==> src/rtl/kf_mimo2x2_frame_ctrl_if.sv <==
// Stream-side bundle for the 2x2 MIMO frame controller: measurement input stream
// and estimate output stream, both valid/ready.
interface kf_mimo2x2_frame_ctrl_if #(
    parameter int WX = 16
);
    logic          s_valid;
    logic          s_ready;
    logic [WX-1:0] s_data;
    logic          s_last;
    logic          m_valid;
    logic          m_ready;
    logic [WX-1:0] m_data;
    logic          m_last;

    modport slave (
        input  s_valid, s_data, s_last, m_ready,
        output s_ready, m_valid, m_data, m_last
    );

    modport master (
        output s_valid, s_data, s_last, m_ready,
        input  s_ready, m_valid, m_data, m_last
    );
endinterface

==> src/rtl/kf_mimo2x2_frame_ctrl.sv <==
// Frame controller for the 2x2 MIMO Kalman core: collects 8 measurement words, strobes
// the core, captures its 8 estimates on a valid_all rising edge and streams them back out.
module kf_mimo2x2_frame_ctrl #(
    parameter int WX      = 16,
    parameter int TIMEOUT = 255
) (
    input  logic                  clk,
    input  logic                  rst_n,
    kf_mimo2x2_frame_ctrl_if.slave strm,
    output logic [8*WX-1:0]       z_bus,
    output logic                  en,
    input  logic [8*WX-1:0]       h_bus,
    input  logic                  valid_all,
    output logic                  frame_err,
    output logic                  timeout_err,
    output logic [15:0]           frame_cnt
);

    localparam logic [1:0] ST_COLLECT = 2'd0;
    localparam logic [1:0] ST_FIRE    = 2'd1;
    localparam logic [1:0] ST_WAIT    = 2'd2;
    localparam logic [1:0] ST_DRAIN   = 2'd3;

    logic [1:0]      state_q, state_d;
    logic [2:0]      idx_q, idx_d;
    logic [8*WX-1:0] z_q, z_d;
    logic            en_q, en_d;
    logic            prev_va_q, prev_va_d;
    logic [15:0]     cnt_q, cnt_d;
    logic [WX-1:0]   h_q [8];
    logic [WX-1:0]   h_d [8];
    logic            s_ready_q, s_ready_d;
    logic            m_valid_q, m_valid_d;
    logic [WX-1:0]   m_data_q, m_data_d;
    logic            m_last_q, m_last_d;
    logic            frame_err_q, frame_err_d;
    logic            timeout_err_q, timeout_err_d;
    logic [15:0]     frame_cnt_q, frame_cnt_d;
    logic            s_fire;
    logic            m_fire;

    always_comb begin
        state_d       = state_q;
        idx_d         = idx_q;
        z_d           = z_q;
        en_d          = 1'b0;
        prev_va_d     = prev_va_q;
        cnt_d         = cnt_q;
        h_d           = h_q;
        m_valid_d     = m_valid_q;
        m_data_d      = m_data_q;
        m_last_d      = m_last_q;
        frame_err_d   = 1'b0;
        timeout_err_d = 1'b0;
        frame_cnt_d   = frame_cnt_q;
        s_fire        = strm.s_valid & s_ready_q;
        m_fire        = m_valid_q & strm.m_ready;

        case (state_q)
            ST_COLLECT: begin
                if (s_fire) begin
                    z_d[idx_q*WX +: WX] = strm.s_data;
                    // The 8th word always completes a frame; a missing s_last is only flagged.
                    if (idx_q == 3'd7) begin
                        state_d     = ST_FIRE;
                        en_d        = 1'b1;
                        frame_err_d = ~strm.s_last;
                        idx_d       = 3'd0;
                    end else if (strm.s_last) begin
                        frame_err_d = 1'b1;
                        idx_d       = 3'd0;
                    end else begin
                        idx_d = idx_q + 3'd1;
                    end
                end
            end
            ST_FIRE: begin
                prev_va_d = valid_all;
                cnt_d     = 16'd0;
                state_d   = ST_WAIT;
            end
            ST_WAIT: begin
                prev_va_d = valid_all;
                // Edge-detect so a valid_all level left over from an earlier frame is not taken.
                if (valid_all && !prev_va_q) begin
                    for (int k = 0; k < 8; k++) begin
                        h_d[k] = h_bus[k*WX +: WX];
                    end
                    idx_d     = 3'd0;
                    m_valid_d = 1'b1;
                    m_data_d  = h_bus[WX-1:0];
                    m_last_d  = 1'b0;
                    state_d   = ST_DRAIN;
                end else begin
                    cnt_d = cnt_q + 16'd1;
                    if (cnt_d == 16'(TIMEOUT)) begin
                        timeout_err_d = 1'b1;
                        idx_d         = 3'd0;
                        state_d       = ST_COLLECT;
                    end
                end
            end
            ST_DRAIN: begin
                if (m_fire) begin
                    if (idx_q == 3'd7) begin
                        m_valid_d   = 1'b0;
                        m_last_d    = 1'b0;
                        frame_cnt_d = frame_cnt_q + 16'd1;
                        idx_d       = 3'd0;
                        state_d     = ST_COLLECT;
                    end else begin
                        idx_d    = idx_q + 3'd1;
                        m_data_d = h_q[idx_d];
                        m_last_d = (idx_d == 3'd7);
                    end
                end
            end
            default: begin
                state_d = ST_COLLECT;
            end
        endcase

        s_ready_d = (state_d == ST_COLLECT);
    end

    always_ff @(posedge clk) begin
        if (!rst_n) begin
            state_q       <= ST_COLLECT;
            idx_q         <= 3'd0;
            z_q           <= '0;
            en_q          <= 1'b0;
            prev_va_q     <= 1'b0;
            cnt_q         <= 16'd0;
            for (int k = 0; k < 8; k++) begin
                h_q[k] <= '0;
            end
            s_ready_q     <= 1'b0;
            m_valid_q     <= 1'b0;
            m_data_q      <= '0;
            m_last_q      <= 1'b0;
            frame_err_q   <= 1'b0;
            timeout_err_q <= 1'b0;
            frame_cnt_q   <= 16'd0;
        end else begin
            state_q       <= state_d;
            idx_q         <= idx_d;
            z_q           <= z_d;
            en_q          <= en_d;
            prev_va_q     <= prev_va_d;
            cnt_q         <= cnt_d;
            h_q           <= h_d;
            s_ready_q     <= s_ready_d;
            m_valid_q     <= m_valid_d;
            m_data_q      <= m_data_d;
            m_last_q      <= m_last_d;
            frame_err_q   <= frame_err_d;
            timeout_err_q <= timeout_err_d;
            frame_cnt_q   <= frame_cnt_d;
        end
    end

    assign strm.s_ready = s_ready_q;
    assign strm.m_valid = m_valid_q;
    assign strm.m_data  = m_data_q;
    assign strm.m_last  = m_last_q;
    assign z_bus        = z_q;
    assign en           = en_q;
    assign frame_err    = frame_err_q;
    assign timeout_err  = timeout_err_q;
    assign frame_cnt    = frame_cnt_q;

endmodule
==> src/flat_wrapper.sv <==
// flat-port wrapper written by rule: the top's interface ports become plain ports
module kf_mimo2x2_frame_ctrl_flat 
#(
    parameter int WX      = 16,
    parameter int TIMEOUT = 255
)
  (clk, rst_n, z_bus, en, h_bus, valid_all, frame_err, timeout_err, frame_cnt, strm_s_valid, strm_s_data, strm_s_last, strm_m_ready, strm_s_ready, strm_m_valid, strm_m_data, strm_m_last);
  kf_mimo2x2_frame_ctrl_if #(.WX(WX)) strm_i ();
  input  logic clk;
  input  logic rst_n;
  output logic [8*WX-1:0] z_bus;
  output logic en;
  input  logic [8*WX-1:0] h_bus;
  input  logic valid_all;
  output logic frame_err;
  output logic timeout_err;
  output logic [15:0] frame_cnt;
  input wire logic [$bits(strm_i.s_valid)-1:0] strm_s_valid;
  input wire logic [$bits(strm_i.s_data)-1:0] strm_s_data;
  input wire logic [$bits(strm_i.s_last)-1:0] strm_s_last;
  input wire logic [$bits(strm_i.m_ready)-1:0] strm_m_ready;
  output wire logic [$bits(strm_i.s_ready)-1:0] strm_s_ready;
  output wire logic [$bits(strm_i.m_valid)-1:0] strm_m_valid;
  output wire logic [$bits(strm_i.m_data)-1:0] strm_m_data;
  output wire logic [$bits(strm_i.m_last)-1:0] strm_m_last;
  assign strm_i.s_valid = strm_s_valid;
  assign strm_i.s_data = strm_s_data;
  assign strm_i.s_last = strm_s_last;
  assign strm_i.m_ready = strm_m_ready;
  assign strm_s_ready = strm_i.s_ready;
  assign strm_m_valid = strm_i.m_valid;
  assign strm_m_data = strm_i.m_data;
  assign strm_m_last = strm_i.m_last;
  kf_mimo2x2_frame_ctrl #(.WX(WX), .TIMEOUT(TIMEOUT)) u_core (.clk(clk), .rst_n(rst_n), .strm(strm_i), .z_bus(z_bus), .en(en), .h_bus(h_bus), .valid_all(valid_all), .frame_err(frame_err), .timeout_err(timeout_err), .frame_cnt(frame_cnt));
endmodule
==> config.mk <==
export PLATFORM = sky130hd
export DESIGN_NAME = kf_mimo2x2_frame_ctrl_flat
export DESIGN_NICKNAME = d
export VERILOG_FILES = /design/src/rtl/kf_mimo2x2_frame_ctrl_if.sv /design/src/rtl/kf_mimo2x2_frame_ctrl.sv /design/src/flat_wrapper.sv
export SDC_FILE = /design/constraint.sdc
export NUM_CORES = 1
export LEC_CHECK = 0
export CAP_MARGIN = 20
export CORE_ASPECT_RATIO = 0.9
export CORE_MARGIN = 2
export CORE_UTILIZATION = 27
export DETAILED_ROUTE_END_ITERATION = 12
export GPL_TIMING_DRIVEN = 1
export PLACE_DENSITY = 0.48
export SLEW_MARGIN = 20
export SYNTH_ARGS = -nofsm -noshare
export SYNTH_HDL_FRONTEND = slang
export SYNTH_SLANG_ARGS = --single-unit
export TNS_END_PERCENT = 100
==> constraint.sdc <==
create_clock -name clk -period 3.02 [get_ports clk]
set_input_delay 0.604 -clock clk [delete_from_list [all_inputs] [get_ports clk]]
set_output_delay 0.604 -clock clk [all_outputs]
set_load 0.02 [all_outputs]
==> metrics.txt <==
CP Launch Type flop; Via-to-Cell Ratio between 4 and 5; FP Rows 78; Worst-Skew Late Latency 0.55 ns; IO buf count roughly 320; Primary FF master, synth dfxtp_1; HPWL Detailed 32.7 mm; Post-CTS Repair Setup Buffers 0; vias in the first global route between 10000 and 15000; Synth area leader dfxtp_1; Fillers slightly above 5000; wire per inst approximately 18 µm; Worst Path Arrival approximately 3.0 ns; final-stage net count ~2000; #FFs+latches synth between 300 and 400; RSZ-0062 raised after global routing false; largest net degree at the start of global routing ~120; final worst slack about 0.45 ns; Die Width approximately 240 µm; area of the multi-input gates 6850 µm²; pre-CTS setup slack between 0.3 and 0.4 ns; DRC marker count from the first detailed-route iteration 712; antenna-violating nets left 0; Layout area overhead 36.5%; GR Overflow Total 0; CTS Root Cell clkbuf_16; Final Hold Vio Count 0; GRT Util Overall 0.174; Seq. cell area 6330 µm²; Resized Gates After CTS 0; number of synthesized flops with an enable pin 0; vias 11700; Yosys cell types 56; drt drc 0; Power Dens Cells slightly below 500 nW/µm²; CP Data Required Time about 3.5 ns; design area approximately 19000 µm²; Initial Util 0.273; CTS tree yes; Cells after Synth 1554; Cell Area, Synth around 14000 µm²; most numerous cell in the Yosys netlist nand2_1; first-pass GRT wire length 70.5 mm; fin. max-slew vios 0; clk slew on worst S/H paths 0.06 ns; final setup TNS 0 ns; clk buf depth 3; clock skew between 0.01 and 0.015 ns; drt pass-1 iters 5; die height around 220 µm; largest cells by area after synthesis dfxtp_1 46%, a21boi_0 12%, nand2_1 12%; Post-DP Area approximately 18000 µm²; status completed; placed cell count 2453; cell leakage power slightly above 6 nW; worst vdd ir between 0.3 and 0.4 mV; Post-Syn Nets approximately 1700; Synth Warn # 0; number of max-cap violations 0; overall routed net length roughly 47 mm; ys async rst share 0; FMAX just under 0.4 GHz; syn avg cell area 8.84 µm²; hold crit path type flop to flop; crit path kind flop to flop; core box area approximately 50000 µm²; fin util 0.372; nature of the critical path endpoint flop; CTS buffer count 38; sequential fraction of the synthesis area 0.461; non-filler instance count after layout about 2500; Period Utilization, post-route 0.850; count of final setup violators 0; Yosys top cell area share 0.461; H-tree level count 2; slew of the pin with the lowest slew margin around 0.7 ns; layout cell share with drive strength beyond 1 0.0772; final worst path period need between 2 and 3 ns; clock sinks approximately 320; CTS hold repair buffers 0; RePlAce Congestion roughly 0.80; Slew HR 0.529; initial antenna violation count 2; synth cell count leaders 433 x nand2_1, 316 x dfxtp_1, 217 x a21boi_0; Crit Path Max Fanout just over 40; die area between 50000 and 60000 µm²; IO Count ~320
[power by group]
group | internal, mW | switching, mW
combinational | 0.301 | 0.266
clock | 2.65 | 1.84
sequential | 4.18 | 0.0114
[worst paths after layout]
kind | to | slack (ns) | start | cells past startpoint
max | u_core.strm.m_data[7] | 0.45 | u_core.idx_q[0] | 8
max reg2reg | u_core.strm.m_data[7] | 0.45 | u_core.idx_q[0] | 8
min | u_core.z_bus[56] | 0.45 | u_core.z_bus[56] | 2
min reg2reg | u_core.z_bus[56] | 0.45 | u_core.z_bus[56] | 2
[cell usage in the layout (no fill, tap or decap), types with 9 or more instances in the layout]
cell type	instances
nand2_1	433
dfxtp_1	315
clkdlybuf4s50_1	314
a21boi_0	217
nand3_1	68
nor2b_1	53
mux2i_1	52
clkbuf_16	39
mux4_2	32
nor2_1	31
buf_4	30
and2_1	27
a21oi_1	21
o21ai_0	17
a211oi_1	16
xnor2_1	15
nand4_1	13
clkbuf_1	13
and3_1	12
a21boi_1	12
ha_1	10
inv_1	9
nor3_1	9
[worst max-delay path: stages (launching register included)]
cell,delay [ns]
dfxtp_2,0.50
inv_2,0.11
ha_2,0.35
buf_12,0.29
mux4_2,0.66
mux2i_1,0.19
a211oi_1,0.10
a21oi_1,0.14
nor2b_1,0.06
[through the flow]
step / total power [mW] / hold slack [ns]
after global routing: 9.60 / 0.478
after floorplan: 4.52 / 0.440
after CTS: 9.40 / 0.459
after detailed placement: 4.86 / 0.448
final: 9.25 / 0.454
after global placement: 4.86 / 0.448
[layout make-up]
type,count,area share
Tap cell,680,0.0454
Inverter,10,0.00200
Sequential cell,316,0.338
Timing Repair Buffer,350,0.186
Clock buffer,60,0.0605
Multi-Input combinational cell,1097,0.365
Antenna cell,3,0.000401
Clock inverter,6,0.00314
[routing by layer]
layer  track usage  part of all wire
met5             0                 0
met4        0.0502             0.022
met3        0.0346             0.050
met2         0.276              0.45
met1         0.239              0.48
[state kept, by name, indices dropped and copies added, names as in the netlist]
signal and flops:
u_core.strm.m_last 1, u_core.en 1, u_core.frame_err 1, u_core.h_q 128, u_core.strm.s_ready 1, u_core.z_bus 128
u_core.idx_q 3, u_core.frame_cnt 16, u_core.prev_va_q 1, u_core.state_q 2, u_core.strm.m_data 16, u_core.timeout_err 1
u_core.cnt_q 16, u_core.strm.m_valid 1
[logic make-up (layout without fill, tap and decap cells)]
kind of cell               after synthesis  in the layout  share of synthesized area
other                                    0              3                          0
and+or+nand+nor                        673            673                      0.220
xor gates and xnor gates                23             23                     0.0147
AOI/OAI and AO/OA                      305            305                      0.161
muxes                                   84             84                     0.0904
adders and majority gates               12             12                     0.0109
buffers and inverters                  141            426                     0.0427
DFF                                    316            316                      0.461
Note: power is estimated with default switching activity, not from simulation.
